`config.mk`:
```
export PLATFORM = sky130hd
export DESIGN_NAME = aes_round_ctrl_flat
export DESIGN_NICKNAME = d
export VERILOG_FILES = /design/src/rtl/aes_pkg.sv /design/src/rtl/aes_round_ctrl_if.sv /design/src/rtl/round_counter.sv /design/src/rtl/aes_round_ctrl.sv /design/src/flat_wrapper.sv
export SDC_FILE = /design/constraint.sdc
export NUM_CORES = 1
export LEC_CHECK = 0
export CAP_MARGIN = 20
export CELL_PAD_IN_SITES_DETAIL_PLACEMENT = 0
export CELL_PAD_IN_SITES_GLOBAL_PLACEMENT = 1
export CORE_MARGIN = 2
export CORE_UTILIZATION = 33
export CTS_BUF_LIST = sky130_fd_sc_hd__clkbuf_8
export DETAILED_ROUTE_END_ITERATION = 8
export HOLD_SLACK_MARGIN = 0.1
export PLACE_DENSITY = 0.79
export SLEW_MARGIN = 20
export SYNTH_ARGS = -nofsm -noshare
export SYNTH_HDL_FRONTEND = slang
export SYNTH_HIERARCHICAL = 1
export SYNTH_SLANG_ARGS = --single-unit
```
`constraint.sdc`:
```
create_clock -name clk -period 1.9 [get_ports clk]
set_clock_uncertainty 0.05 [all_clocks]
set_input_delay 0.475 -clock clk [delete_from_list [all_inputs] [get_ports clk]]
set_output_delay 0.475 -clock clk [all_outputs]
set_load 0.03 [all_outputs]
```
`src/rtl/aes_pkg.sv`:
```
// Shared types and constants for the AES round controller.
package aes_pkg;

  localparam int unsigned K_128   = 128;
  localparam int unsigned K_192   = 192;
  localparam int unsigned K_256   = 256;
  localparam int unsigned ROUND_W = 4;

  typedef enum logic [2:0] {
    ST_IDLE,
    ST_INIT,
    ST_LOAD,
    ST_ROUND,
    ST_DONE
  } aes_state_e;

  // Number of rounds for a given key length: 10, 12 or 14.
  function automatic int unsigned nr_of(input int unsigned k);
    return k / 32 + 6;
  endfunction

  function automatic bit k_is_legal(input int unsigned k);
    return (k == K_128) || (k == K_192) || (k == K_256);
  endfunction

endpackage

```
`src/rtl/aes_round_ctrl_if.sv`:
```
// Handshake and datapath-control bundle between the round controller and its user.
interface aes_round_ctrl_if;

  logic                         start;
  logic                         ack;
  logic                         abort;
  logic                         ready;
  logic                         expReset;
  logic                         expHold;
  logic                         loadState;
  logic [aes_pkg::ROUND_W-1:0]  round;
  logic                         firstRound;
  logic                         lastRound;
  logic                         done;

  modport master (
    output start, ack, abort,
    input  ready, expReset, expHold, loadState, round, firstRound, lastRound, done
  );

  modport slave (
    input  start, ack, abort,
    output ready, expReset, expHold, loadState, round, firstRound, lastRound, done
  );

endinterface

```
`src/rtl/round_counter.sv`:
```
// Saturating round counter: clears to 0, counts up while enabled, stops at NR.
module round_counter
  import aes_pkg::*;
#(
  parameter int unsigned NR = 10
) (
  input  logic               clk,
  input  logic               reset,
  input  logic               clr_i,
  input  logic               en_i,
  output logic [ROUND_W-1:0] cnt_o,
  output logic               term_o
);

  logic [ROUND_W-1:0] cnt_q, cnt_d;

  assign term_o = (cnt_q == ROUND_W'(NR));
  assign cnt_o  = cnt_q;

  // Next count: clear wins, otherwise advance until the terminal value.
  always_comb begin
    cnt_d = cnt_q;
    if (clr_i) begin
      cnt_d = '0;
    end else if (en_i && !term_o) begin
      cnt_d = cnt_q + ROUND_W'(1);
    end
  end

  // Count register.
  always_ff @(posedge clk or posedge reset) begin
    if (reset) begin
      cnt_q <= '0;
    end else begin
      cnt_q <= cnt_d;
    end
  end

endmodule

```
`src/rtl/aes_round_ctrl.sv`:
```
// AES round sequencer: IDLE -> INIT -> LOAD -> ROUND x (Nr+1) -> DONE.
// All outputs decode from the state and counter registers only.
module aes_round_ctrl
  import aes_pkg::*;
#(
  parameter int unsigned K = K_128
) (
  input  logic             clk,
  input  logic             reset,
  aes_round_ctrl_if.slave  bus
);

  localparam int unsigned NR = nr_of(K);

  if (!k_is_legal(K)) begin : g_illegal_k
    $error("aes_round_ctrl: K must be 128, 192 or 256");
  end

  aes_state_e         state_q, state_d;
  logic               cnt_clr;
  logic               cnt_en;
  logic               cnt_term;
  logic [ROUND_W-1:0] cnt;

  // State register.
  always_ff @(posedge clk or posedge reset) begin
    if (reset) begin
      state_q <= ST_IDLE;
    end else begin
      state_q <= state_d;
    end
  end

  // Next state; abort overrides every other transition outside IDLE.
  always_comb begin
    state_d = state_q;
    unique case (state_q)
      ST_IDLE:  if (bus.start) state_d = ST_INIT;
      ST_INIT:  state_d = ST_LOAD;
      ST_LOAD:  state_d = ST_ROUND;
      ST_ROUND: if (cnt_term) state_d = ST_DONE;
      ST_DONE:  if (bus.ack) state_d = ST_IDLE;
      default:  state_d = ST_IDLE;
    endcase
    if (bus.abort && (state_q != ST_IDLE)) begin
      state_d = ST_IDLE;
    end
  end

  // Counter is held at 0 whenever we are not staying in ROUND, so it
  // enters ROUND at 0 and is cleared again on abort or on leaving.
  assign cnt_clr = (state_q != ST_ROUND) || (state_d != ST_ROUND);
  assign cnt_en  = (state_q == ST_ROUND);

  round_counter #(
    .NR (NR)
  ) u_round_counter (
    .clk    (clk),
    .reset  (reset),
    .clr_i  (cnt_clr),
    .en_i   (cnt_en),
    .cnt_o  (cnt),
    .term_o (cnt_term)
  );

  // Output decode from registered state and count.
  always_comb begin
    bus.ready      = 1'b0;
    bus.expReset   = 1'b0;
    bus.expHold    = 1'b0;
    bus.loadState  = 1'b0;
    bus.round      = '0;
    bus.firstRound = 1'b0;
    bus.lastRound  = 1'b0;
    bus.done       = 1'b0;
    unique case (state_q)
      ST_IDLE: begin
        bus.ready   = 1'b1;
        bus.expHold = 1'b1;
      end
      ST_INIT:  bus.expReset  = 1'b1;
      ST_LOAD:  bus.loadState = 1'b1;
      ST_ROUND: begin
        bus.round      = cnt;
        bus.firstRound = (cnt == '0);
        bus.lastRound  = cnt_term;
      end
      ST_DONE: begin
        bus.done    = 1'b1;
        bus.expHold = 1'b1;
      end
      default: ;
    endcase
  end

endmodule

```
`src/flat_wrapper.sv`:
```
// flat-port wrapper written by rule: the top's interface ports become plain ports
module aes_round_ctrl_flat import aes_pkg::*;
#(
  parameter int unsigned K = K_128
)
  (clk, reset, bus_start, bus_ack, bus_abort, bus_ready, bus_expReset, bus_expHold, bus_loadState, bus_round, bus_firstRound, bus_lastRound, bus_done);
  aes_round_ctrl_if bus_i ();
  input  logic clk;
  input  logic reset;
  input wire logic [$bits(bus_i.start)-1:0] bus_start;
  input wire logic [$bits(bus_i.ack)-1:0] bus_ack;
  input wire logic [$bits(bus_i.abort)-1:0] bus_abort;
  output wire logic [$bits(bus_i.ready)-1:0] bus_ready;
  output wire logic [$bits(bus_i.expReset)-1:0] bus_expReset;
  output wire logic [$bits(bus_i.expHold)-1:0] bus_expHold;
  output wire logic [$bits(bus_i.loadState)-1:0] bus_loadState;
  output wire logic [$bits(bus_i.round)-1:0] bus_round;
  output wire logic [$bits(bus_i.firstRound)-1:0] bus_firstRound;
  output wire logic [$bits(bus_i.lastRound)-1:0] bus_lastRound;
  output wire logic [$bits(bus_i.done)-1:0] bus_done;
  assign bus_i.start = bus_start;
  assign bus_i.ack = bus_ack;
  assign bus_i.abort = bus_abort;
  assign bus_ready = bus_i.ready;
  assign bus_expReset = bus_i.expReset;
  assign bus_expHold = bus_i.expHold;
  assign bus_loadState = bus_i.loadState;
  assign bus_round = bus_i.round;
  assign bus_firstRound = bus_i.firstRound;
  assign bus_lastRound = bus_i.lastRound;
  assign bus_done = bus_i.done;
  aes_round_ctrl #(.K(K)) u_core (.clk(clk), .reset(reset), .bus(bus_i));
endmodule
```
==> results of run 1 <==
power by group through the flow:
| stage | Combinational (uW) | Clock [uW] | Sequential [uW] |
|---|---|---|---|
| final | 152 | 195 | 168 |
| after global routing | 167 | 217 | 169 |
| after CTS | 144 | 204 | 168 |
| after detailed placement | 149 | 0 | 170 |
| after global placement | 150 | 0 | 168 |
| after floorplan | 86.6 | 0 | 166 |
cells by family after synthesis:
| group | share of synthesized area |
|---|---|
| AO/OA/AOI/OAI | 0.1117 |
| XOR/XNOR | 0.01862 |
| adder cells (fa/ha/maj) | 0.05318 |
| buffers and inverters | 0.05850 |
| flip-flops | 0.3723 |
| AND/OR/NAND/NOR | 0.3857 |
cell type report:
class                      count  share of cell area
multi-input combinational     37              0.3760
tap                           15             0.02463
clock buffer                   3             0.05419
sequential                     7              0.2299
inverter                       6             0.03284
timing repair buffer          26              0.2775
clock inverter                 1            0.004926
metrics by stage:
step | setup WS (ns) | setup TNS (ns)
after floorplan | 0.05487 | 0
after global placement | 0.09299 | 0
after detailed placement | 0.08373 | 0
after CTS | -0.04500 | -0.05908
after global routing | -0.09588 | -0.1494
final | -0.003338 | -0.003338
registers in the layout (all words and copies together), names as in the netlist:
register,flops
u_core/u_round_counter/cnt_o,4
u_core/state_q,3
Yosys cell counts:
library cell               count
sky130_fd_sc_hd__and3_1        3
sky130_fd_sc_hd__nor3_1        1
sky130_fd_sc_hd__nand3_1       1
sky130_fd_sc_hd__xor2_1        1
sky130_fd_sc_hd__a311oi_1      1
sky130_fd_sc_hd__nand4_1       1
sky130_fd_sc_hd__or3_1         1
sky130_fd_sc_hd__nor2b_1       1
sky130_fd_sc_hd__nor4b_1       1
sky130_fd_sc_hd__nor2b_4       1
sky130_fd_sc_hd__dfrtp_1       7
sky130_fd_sc_hd__a21oi_1       2
sky130_fd_sc_hd__or3b_1        1
sky130_fd_sc_hd__and3_2        3
sky130_fd_sc_hd__a21oi_2       1
sky130_fd_sc_hd__nand3b_4      1
sky130_fd_sc_hd__clkbuf_2      1
sky130_fd_sc_hd__nand2_1       3
sky130_fd_sc_hd__o21a_1        1
sky130_fd_sc_hd__nand2_2       1
sky130_fd_sc_hd__or4_1         1
sky130_fd_sc_hd__nor2_1        4
sky130_fd_sc_hd__ha_1          2
sky130_fd_sc_hd__nor3b_1       1
sky130_fd_sc_hd__nor4_1        1
sky130_fd_sc_hd__a21o_2        1
sky130_fd_sc_hd__and2_1        1
sky130_fd_sc_hd__inv_1         6
sky130_fd_sc_hd__a32oi_1       1
metal layers:
metal  vias to the layer above  global-route usage  part of all wire
met5                         -                   0                 0
met4                         0             0.09677             0.011
li1                        238                   -                 -
met2                        10              0.2000              0.42
met1                       205              0.2270              0.52
met3                         2             0.04783             0.048
what timing repair did:
| item | in CTS | in global routing |
|---|---|---|
| pin swaps | 0 | 1 |
| setup buffers | 2 | 3 |
| hold buffers | 0 | 0 |
| gates resized for setup | 8 | 1 |
| endpoints found under the setup margin | 4 | 5 |
how the worst min path moves through the flow:
stage	start	endpoint	slack, ns	cells after the start
after floorplan	reset	u_core/state_q[0]	0.18	1
after global placement	u_core/state_q[2]	u_core/state_q[0]	0.55	2
after detailed placement	u_core/state_q[2]	u_core/state_q[0]	0.57	2
after CTS	reset	u_core/state_q[2]	0.39	2
after global routing	reset	u_core/state_q[0]	0.41	2
final	reset	u_core/state_q[0]	0.39	2
worst max-delay path, cell delays in order (launching register included):
cell	delay [ns]
sky130_fd_sc_hd__dfrtp_1	0.39
sky130_fd_sc_hd__or4_1	0.50
sky130_fd_sc_hd__nor2_1	0.10
sky130_fd_sc_hd__buf_4	0.17
==> out/qor.tcl, run 1 <==
set qor(status) {finished, violations left}
set qor(failed_checks) {negative setup slack}
set qor(first_global_vias) 440
set qor(later_pin_clock_latency_in_the_skew_report_ns) 0.22
set qor(std_cell_rows) 13
set qor(drt-pass1-iter-count) 4
set qor(critPathLaunch) {u_core/u_round_counter/cnt_o[1]}
set qor(stdcell_area_um2) 762.0
set qor(slew-limit-headroom) 0.7983
set qor(nNetsFinal) 88
set qor(worst_slack_ns) -0.003338
set qor(io_pins) 16
set qor(power.switching_fraction) 0.2942
set qor(first_pass_grt_wire_length_um) 2042
set qor(synth_top_cell_area_share) 0.3723
set qor(grt_antenna_before_repair) 0
set qor(die_x_um) 41.76
set qor(synth_cell_type_count) 29
set qor(worstSetupStartpointType) {register}
set qor(finalWirelength_um) 1127
set qor(route.vias.total) 455
set qor(initial_core_util) 0.3571
set qor(antenna_cells) 0
set qor(gpl.final_weighted_congestion) 0.8204
set qor(drc) 0
set qor(combPwrFrac) 0.295
set qor(layout_commonest_cell) {sky130_fd_sc_hd__buf_4}
set qor(postSynthRegisterBits) 7
set qor(startpoint_of_the_worst_register_to_register_path) {u_core/u_round_counter/cnt_o[1]}
set qor(top_area_cells_in_the_synthesized_netlist) {sky130_fd_sc_hd__dfrtp_1, sky130_fd_sc_hd__ha_1, sky130_fd_sc_hd__and3_2}
set qor(utilization) 0.5783
set qor(dp.final_hpwl_um) 897.5
set qor(crit_arrival_ns) 1.38
set qor(gr-usage-all-layers) 0.1575
set qor(setup_slack_reg_to_reg_ns) 0.23
set qor(synth_nets) 58
set qor(worst_r2r_endpoint) {u_core/u_round_counter/cnt_o[1]}
set qor(port-buffer-count) 15
set qor(final_period_minus_worst_setup_slack_ns) 1.903
set qor(placed_area_um2) 659.4
set qor(number_of_endpoints_with_negative_hold_slack_in_the_final_report) 0
set qor(wl_per_cell_um) 11.86
set qor(max_cap_viol_count) 0
set qor(pin_count_of_the_biggest_net_entering_global_routing) 8
set qor(synth.yosys.warnings) 6
set qor(final_total_pwr_uw) 514.4
set qor(drtAntennaViolNets) 0
set qor(htree_levels) 1
set qor(synthesis.instances) 51
set qor(synth_area_um2) 470.5
set qor(clock_transition_at_the_registers_of_the_reported_paths_ns) 0.04
set qor(multi_input_logic_area_um2) 286.5
set qor(drive_above_1_share) 0.4375
set qor(maxClockFrequency_ghz) 0.5254
set qor(ys_seq_area_frac) 0.3723
set qor(clk_path_buf_depth) 2
set qor(setup_viol_count_final) 1
set qor(destination_of_the_critical_timing_path) {bus_firstRound}
set qor(internal-power_uw) 363.1
set qor(die_h_um) 41.76
set qor(layout_common_cells) {sky130_fd_sc_hd__buf_4, sky130_fd_sc_hd__dfrtp_1, sky130_fd_sc_hd__inv_1}
set qor(rsz0062_at_grt) {true}
set qor(worstMarginPinSlew_ns) 0.3037
set qor(clk_root_buffer_cell) {sky130_fd_sc_hd__clkbuf_8}
set qor(netSwitchingPower_uw) 151.3
set qor(nFillCells) 135
set qor(dp_cells) 86
set qor(crit_path_end_kind) {output port}
set qor(hold_path.class) {in2async}
set qor(crit_fanout) 3
set qor(die_area_mm2) 0.001743
set qor(cellPowerDensity_mw_per_mm2) 675.1
set qor(static-leakage-power_uw) 0.0004331
set qor(cts_sinks) 7
set qor(layout.cells.non_filler) 95
set qor(overflow) 0
set qor(post_synth.cell_area_avg_um2) 9.225
set qor(timing.setup.critical_path_class) {reg2out}
set qor(p_clk_frac) 0.378
set qor(vdd_ir_drop_max_mv) 0.4833
set qor(number_of_cells_traversed_by_the_worst_register_to_register_path) 6
set qor(seqCellArea_um2) 175.2
set qor(required_ns) 1.37
set qor(area_growth_syn_to_layout_pct) 61.97
set qor(dr.first_iter.drc_count) 6
set qor(cts_tree) {built}
set qor(cts-buffers-inserted) 3
set qor(final_min_period_over_clock_period) 1.002
set qor(maxSlewViolCount) 0
set qor(seq_power_share) 0.326
set qor(hold-worst-slack_ns) 0.3920
set qor(drt-vias-per-instance) 4.789
set qor(yosys.area.top_type) {sky130_fd_sc_hd__dfrtp_1}
set qor(core_region_area_mm2) 0.001318
(Power assumes the default switching activity.)
==> run 2: changes to the inputs <==
--- a/config.mk
+++ b/config.mk
@@ -11,6 +11,7 @@
 export CORE_MARGIN = 2
 export CORE_UTILIZATION = 33
 export CTS_BUF_LIST = sky130_fd_sc_hd__clkbuf_8
+export CTS_CLUSTER_DIAMETER = 100
 export DETAILED_ROUTE_END_ITERATION = 8
 export HOLD_SLACK_MARGIN = 0.1
 export PLACE_DENSITY = 0.79
==> results of run 2 <==
The final DEF is identical to that of run 1; final timing and power are the same.
==> run 3: changes to the inputs <==
--- a/config.mk
+++ b/config.mk
@@ -13,6 +13,7 @@
 export CTS_BUF_LIST = sky130_fd_sc_hd__clkbuf_8
 export CTS_CLUSTER_DIAMETER = 100
 export DETAILED_ROUTE_END_ITERATION = 8
+export GPL_ROUTABILITY_DRIVEN = 0
 export HOLD_SLACK_MARGIN = 0.1
 export PLACE_DENSITY = 0.79
 export SLEW_MARGIN = 20
==> results of run 3 <==
The final DEF is identical to that of run 1; final timing and power are the same.
